$ cat src/rtl/flit_ejector.sv
// Network ejection port: per-VC flit FIFOs drained to the local sink by round-robin,
// with one credit returned upstream for every flit the sink consumes.
module flit_ejector #(
  parameter int FLIT_WIDTH    = 36,
  parameter int A_WIDTH       = 8,
  parameter int NVCS          = 2,
  parameter int DEPTH         = 4,
  parameter int VC_LSB        = 0,
  parameter int MY_ADDR       = 0,
  parameter int UPSTREAM_ADDR = 1,
  localparam int LOG_NVCS     = (NVCS > 1) ? $clog2(NVCS) : 1,
  localparam int CREDIT_WIDTH = LOG_NVCS + 1
) (
  input  logic                    clock,
  input  logic                    reset,
  input  logic                    enable,
  input  logic [FLIT_WIDTH-1:0]   flit_in,
  input  logic                    flit_in_valid,
  input  logic [A_WIDTH-1:0]      nexthop_in,
  output logic                    dequeue,
  output logic [FLIT_WIDTH-1:0]   sink_flit,
  output logic [LOG_NVCS-1:0]     sink_vc,
  output logic                    sink_valid,
  input  logic                    sink_ready,
  output logic [CREDIT_WIDTH-1:0] credit_out,
  output logic                    credit_out_valid,
  output logic [A_WIDTH-1:0]      credit_out_nexthop,
  input  logic                    credit_dequeue,
  output logic                    is_quiescent,
  output logic                    error
);

  localparam int AW    = (DEPTH > 1) ? $clog2(DEPTH) : 1;
  localparam int PTR_W = AW + 1;
  localparam int CNT_W = $clog2(DEPTH) + 1;
  localparam logic [CNT_W:0] DEPTH_EXT = DEPTH;

  logic [FLIT_WIDTH-1:0] r_mem [NVCS][DEPTH];
  logic [PTR_W-1:0]      r_wptr [NVCS];
  logic [PTR_W-1:0]      r_rptr [NVCS];
  logic [CNT_W-1:0]      r_pend [NVCS];
  logic [LOG_NVCS-1:0]   r_sink_ptr, r_sink_lock_vc, r_cred_ptr, r_cred_lock_vc;
  logic                  r_sink_lock, r_cred_lock, r_error;

  logic [NVCS-1:0]       w_full, w_nonempty, w_pend_nz, w_inc, w_dec, w_ovf;
  logic [CNT_W-1:0]      w_pend_nxt [NVCS];
  logic [LOG_NVCS-1:0]   w_vc_in, w_sink_sel, w_cred_sel;
  logic [AW-1:0]         w_rd_idx;
  logic                  w_vc_ok, w_deq, w_sink_valid, w_pop, w_cred_valid, w_cred_take;

  function automatic logic [LOG_NVCS-1:0] rr_pick(input logic [NVCS-1:0] req,
                                                  input logic [LOG_NVCS-1:0] start);
    logic [LOG_NVCS-1:0] pick;
    logic                found;
    int                  idx;
    pick  = start;
    found = 1'b0;
    for (int i = 0; i < NVCS; i++) begin
      idx = (int'(start) + i) % NVCS;
      if (!found && req[idx]) begin
        pick  = LOG_NVCS'(idx);
        found = 1'b1;
      end
    end
    return pick;
  endfunction

  function automatic logic [LOG_NVCS-1:0] vc_inc(input logic [LOG_NVCS-1:0] vc);
    return LOG_NVCS'((int'(vc) + 1) % NVCS);
  endfunction

  // Returns {overflow, saturated count}; the count never exceeds DEPTH.
  function automatic logic [CNT_W:0] pend_update(input logic [CNT_W-1:0] cur,
                                                 input logic inc, input logic dec);
    logic [CNT_W:0] sum;
    sum = {1'b0, cur} + {{CNT_W{1'b0}}, inc} - {{CNT_W{1'b0}}, dec};
    if (sum > DEPTH_EXT) return {1'b1, DEPTH_EXT[CNT_W-1:0]};
    return {1'b0, sum[CNT_W-1:0]};
  endfunction

  always_comb begin
    for (int v = 0; v < NVCS; v++) begin
      w_full[v]     = (r_wptr[v] - r_rptr[v]) == PTR_W'(DEPTH);
      w_nonempty[v] = r_wptr[v] != r_rptr[v];
      w_pend_nz[v]  = r_pend[v] != '0;
    end
  end

  assign w_vc_in      = flit_in[VC_LSB +: LOG_NVCS];
  assign w_vc_ok      = int'(w_vc_in) < NVCS;
  assign w_deq        = ~reset & enable & flit_in_valid & w_vc_ok & ~w_full[w_vc_in];

  // The lock keeps a shown-but-unaccepted choice stable against newly filled VCs.
  assign w_sink_sel   = r_sink_lock ? r_sink_lock_vc : rr_pick(w_nonempty, r_sink_ptr);
  assign w_sink_valid = ~reset & enable & w_nonempty[w_sink_sel];
  assign w_pop        = w_sink_valid & sink_ready;
  assign w_rd_idx     = r_rptr[w_sink_sel][AW-1:0];

  assign w_cred_sel   = r_cred_lock ? r_cred_lock_vc : rr_pick(w_pend_nz, r_cred_ptr);
  assign w_cred_valid = ~reset & enable & (|w_pend_nz);
  assign w_cred_take  = w_cred_valid & credit_dequeue;

  always_comb begin
    for (int v = 0; v < NVCS; v++) begin
      w_inc[v] = w_pop && (w_sink_sel == LOG_NVCS'(v));
      w_dec[v] = w_cred_take && (w_cred_sel == LOG_NVCS'(v));
      {w_ovf[v], w_pend_nxt[v]} = pend_update(r_pend[v], w_inc[v], w_dec[v]);
    end
  end

  assign dequeue            = w_deq;
  assign sink_valid         = w_sink_valid;
  assign sink_flit          = w_sink_valid ? r_mem[w_sink_sel][w_rd_idx] : '0;
  assign sink_vc            = w_sink_valid ? w_sink_sel : '0;
  assign credit_out_valid   = w_cred_valid;
  assign credit_out         = w_cred_valid ? {1'b1, w_cred_sel} : '0;
  assign credit_out_nexthop = A_WIDTH'(UPSTREAM_ADDR);
  assign is_quiescent       = reset | (~(|w_nonempty) & ~(|w_pend_nz));
  assign error              = r_error & ~reset;

  // Stage p0: flit storage, written on the accepting edge, not reset
  always_ff @(posedge clock) begin
    if (w_deq) r_mem[w_vc_in][r_wptr[w_vc_in][AW-1:0]] <= flit_in;
  end

  // Stage p0: FIFO pointers, arbitration state, credit counters, error flag
  always_ff @(posedge clock) begin
    if (reset) begin
      for (int v = 0; v < NVCS; v++) begin
        r_wptr[v] <= '0;
        r_rptr[v] <= '0;
        r_pend[v] <= '0;
      end
      r_sink_ptr     <= '0;
      r_sink_lock    <= 1'b0;
      r_sink_lock_vc <= '0;
      r_cred_ptr     <= '0;
      r_cred_lock    <= 1'b0;
      r_cred_lock_vc <= '0;
      r_error        <= 1'b0;
    end else if (enable) begin
      if (w_deq) begin
        r_wptr[w_vc_in] <= r_wptr[w_vc_in] + PTR_W'(1);
        if (nexthop_in != A_WIDTH'(MY_ADDR)) r_error <= 1'b1;
      end
      if (w_pop) begin
        r_rptr[w_sink_sel] <= r_rptr[w_sink_sel] + PTR_W'(1);
        r_sink_ptr         <= vc_inc(w_sink_sel);
        r_sink_lock        <= 1'b0;
      end else if (w_sink_valid) begin
        r_sink_lock    <= 1'b1;
        r_sink_lock_vc <= w_sink_sel;
      end
      if (w_cred_take) begin
        r_cred_ptr  <= vc_inc(w_cred_sel);
        r_cred_lock <= 1'b0;
      end else if (w_cred_valid) begin
        r_cred_lock    <= 1'b1;
        r_cred_lock_vc <= w_cred_sel;
      end
      for (int v = 0; v < NVCS; v++) r_pend[v] <= w_pend_nxt[v];
      if (|w_ovf) r_error <= 1'b1;
    end
  end

endmodule

$ cat config.mk
export PLATFORM = sky130hd
export DESIGN_NAME = flit_ejector
export DESIGN_NICKNAME = d
export VERILOG_FILES = /design/src/rtl/flit_ejector.sv
export SDC_FILE = /design/constraint.sdc
export NUM_CORES = 1
export LEC_CHECK = 0
export BUFFER_PORTS_ARGS = -buffer_cell sky130_fd_sc_hd__buf_2
export CORE_AREA = 3 3 183 185
export DETAILED_ROUTE_END_ITERATION = 16
export DIE_AREA = 0 0 186 188
export PLACE_DENSITY = 0.65
export SETUP_SLACK_MARGIN = 0.4
export SLEW_MARGIN = 40
export SYNTH_ARGS = -nofsm -noshare
export SYNTH_HDL_FRONTEND = slang
export SYNTH_SLANG_ARGS = --single-unit
$ cat constraint.sdc
create_clock -name clock -period 8.6 [get_ports clock]
set_input_delay 0 -clock clock [delete_from_list [all_inputs] [get_ports clock]]
set_output_delay 0 -clock clock [all_outputs]
set_load 0.1 [all_outputs]
==> summary.md <==
| Metric | Value |
|---|---|
| Minimum clock period | `about 4100 ps` |
| Average wire per standard cell | `between 20 and 25 um` |
| Placer's final routability congestion estimate | `slightly above 0.8` |
| Clk buf depth | `3` |
| Synth Area in Compound Gates | `around 3.2%` |
| CP peak stage delay | `around 560 ps` |
| Highest-count cells in the layout ignoring fill and taps | `306 x edfxtp_1, 93 x buf_2, 85 x nand2_1` |
| Nature of the critical path endpoint | `flop` |
| Cells after Synth | `between 700 and 800` |
| Sequential share of the synthesized area | `between 70% and 80%` |
| YS warnings | `0` |
| Min-delay worst type | `in2reg` |
| Layout cell share with drive strength beyond 1 | `roughly 27%` |
| EDFF count, synth | `between 300 and 400` |
| CP Launch Type | `flop` |
| Crit-path cells | `buf_6, ha_1, nand2_1, o41ai_1, or2_4, inv_2, nand3_1, inv_1, ha_1, inv_1, fa_1, xor2_1, a21o_1, nand4_1, a221o_1` |
| Adder-cell share of the synthesized area | `about 2.3%` |
| #FFs+latches synth | `313` |
| Post-Synth XOR/XNOR Area | `0.952%` |
| Detail Placement HPWL | `~14000 um` |
| Vias | `6741` |
| IO Port Bufs | `93` |
| Via density | `around 5.2` |
| Root Driver | `clkbuf_16` |
| Clock Sinks | `between 300 and 400` |
| WP buf/inv | `4` |
| Syn avg cell area | `around 18 um^2` |
| RSZ-0062 raised after global routing | `no` |
| Worst-margin pin slew | `about 650 ps` |
| Largest net degree at the start of global routing | `between 40 and 50` |
| Multiplexer share of the synthesized area | `about 13%` |
| Worst Skew | `between 20 and 30 ps` |
| Die area | `between 30000 and 40000 um^2` |
| Pre-CTS setup slack | `around 4500 ps` |
| Top delay family on crit path | `simple AND/OR/NAND/NOR gates` |
| Area of the multi-input gates | `between 3000 and 4000 um^2` |
| Status | `finished, final reports clean` |
| Yosys cell types | `50` |
| CTS Buf Count | `35` |
| Utilization after layout | `47.1%` |
| Hold Slack | `between 50 and 60 ps` |
| DRT antenna net count | `0` |
| Area fraction in and, or, nand and nor cells after synthesis | `5.02%` |
| Final Setup Violations | `0` |
| Vias in the first global route | `approximately 7000` |
| Setup bufs post-CTS | `0` |
| # rows | `66` |
| Period utilisation layout | `around 47%` |
| Final worst slack | `between 4000 and 5000 ps` |
| FF-to-FF setup slack | `approximately 4500 ps` |
| Pwr dens | `~230 nW/um^2` |
| Final Hold Vio Count | `0` |
| Relative slew slack | `a little under three fifths` |
| DRT iter0 DRCs | `429` |
| Max-cap violation count | `0` |
| Asr flop ratio synth | `0%` |
| H-tree levels | `2` |
| Core ar. | `~32000 um^2` |
| FILL cells | `approximately 2800` |
| Setup TNS Final | `0 ps` |
| Crit Path Category | `reg2reg` |
| Antenna diodes | `0` |
| Reg-to-reg endpoint | `r_error` |
| CP Max Fanout | `39` |
| Worst path arrival time | `~4500 ps` |
| Initial Util | `39.6%` |
| Die X | `between 150 and 200 um` |
| # IOs | `roughly 100` |
| Main combinational cell family by area after synthesis | `multiplexers` |
| Reg2reg path depth | `15` |
| Most used DFF post-synth | `edfxtp_1` |
| Initial antenna violation count | `0` |
| Syn-to-layout area delta | `19.0%` |
| Peak supply drop | `roughly 0.19 mV` |
| Gr ovfl total | `0` |
| HP Start | `flit_in_valid` |
| DR DRC count | `0` |
| Final #Nets | `923` |
| Hold EP | `r_wptr[0][2]` |
| CTS tree | `built` |
| Static leakage | `roughly 0.0053 uW` |
| Synthesized area | `between 10000 and 15000 um^2` |
| Hold path depth | `3` |
| Commonest non-fill, non-tap cell in the layout | `edfxtp_1` |
| Reg2reg start | `r_rptr[0][0]` |
| Slowest stage cell, crit path | `or2_4` |
| Critical Path RT | `about 9000 ps` |
| Clk Latency, worst-skew pair | `between 500 and 600 ps` |
| Final Non-Filler Cells | `~1300` |
| Final wirelength | `between 20000 and 30000 um` |
| Placed cell count | `about 1200` |
| Reg area | `between 9000 and 10000 um^2` |
| Fin. max-slew vios | `0` |
| Die height | `between 150 and 200 um` |
| Fmax | `between 0.2 and 0.25 GHz` |
| Tot GR Track Use | `15.2%` |
| Pre-Repair DR Iteration Count | `5` |
| Clock Pin Slew Worst Setup and Hold Paths | `60 ps` |
| First-pass GRT wire length | `approximately 40000 um` |
-- timing repair --
action | 4_1_cts | 5_1_grt
hold buffers | 45 | 0
endpoints found under the hold margin | 307 | 0
setup endpoints to repair | 0 | 0
resized for setup | 0 | 0
-- synth_stat cells, types with 2 or more instances --
cell type  number  share of area [%]
nor2_1         20               0.59
conb_1          2              0.059
dfxtp_1         7                1.1
nor3_1          4               0.16
nor4_1          2              0.098
nand2b_1        2              0.098
buf_4          12               0.71
xor2_1          6               0.41
and2_1         12               0.59
a21o_1          4               0.24
fa_1            4               0.63
edfxtp_1      306                 72
buf_1           3              0.088
inv_1          26               0.77
a211oi_1        2               0.12
nor2b_1         4               0.20
nand2_1        85                2.5
nand3_1         6               0.24
a21oi_1        44                1.7
xnor2_1         6               0.41
ha_1           17                1.7
clkbuf_1        9               0.26
o21ai_0         5               0.20
nand4_1         2              0.098
buf_2          14               0.55
and3_1          2              0.098
mux4_2         72                 13
or2_2           2              0.098
-- layout make-up --
type                       count  area share, %
tap                          408           3.36
clock inverter                20           1.23
multi-input combinational    329           20.8
sequential                   313           61.5
inverter                      27          0.668
clock buffer                  43           5.97
timing repair buffer         146           6.48
-- kinds of logic after synthesis --
logic type	after synthesis
AOI/OAI and AO/OA	69
xor gates and xnor gates	13
adders and majority gates	21
buffers and inverters	66
DFF	313
muxes	73
other	2
and+or+nand+nor	145
-- power by group --
group / total [uW] / internal, uW / switching, uW
Combinational: 424 / 121 / 304
Sequential: 1710 / 1700 / 10.3
Clock: 1410 / 818 / 587
-- state kept, by name (all words and copies together) (netlist names) --
| name | count |
|---|---|
| r_cred_lock | 1 |
| r_cred_lock_vc | 1 |
| r_cred_ptr | 1 |
| r_error | 1 |
| r_mem | 288 |
| r_pend | 6 |
| r_rptr | 6 |
| r_sink_lock | 1 |
| r_sink_lock_vc | 1 |
| r_sink_ptr | 1 |
| r_wptr | 6 |
-- through the flow --
stage,area [um^2],power (uW)
final,15200,3540
after floorplan,12800,2050
after global routing,15200,3670
after CTS,15200,3580
after global placement,13600,2150
after detailed placement,13600,2150
-- metal layers --
| layer | track usage (%) | vias up | part of all wire (%) |
|---|---|---|---|
| li1 | - | 3021 | - |
| met3 | 2.37 | 30 | 4.8 |
| met2 | 25.2 | 200 | 50 |
| met1 | 21.1 | 3490 | 43 |
| met4 | 3.78 | 0 | 1.7 |
| met5 | 0 | - | 0 |
-- worst max path at each step --
stage	from	endpoint	slack (ps)	cells past startpoint
floorplan	r_pend[0][1]	r_error	4250	13
global placement	r_rptr[0][0]	r_error	4240	15
detailed placement	r_rptr[0][0]	r_error	4510	15
CTS	r_rptr[0][0]	r_error	4490	15
global route	r_rptr[0][0]	r_error	4170	15
finish	r_rptr[0][0]	r_error	4530	15
-- tightest hold or removal path, delay by kind of cell --
kind                   cells  cell delay, ps
buffers and inverters      1             120
AOI/OAI and AO/OA          1             210
and+or+nand+nor            1              80
(Power assumes the default switching activity.)
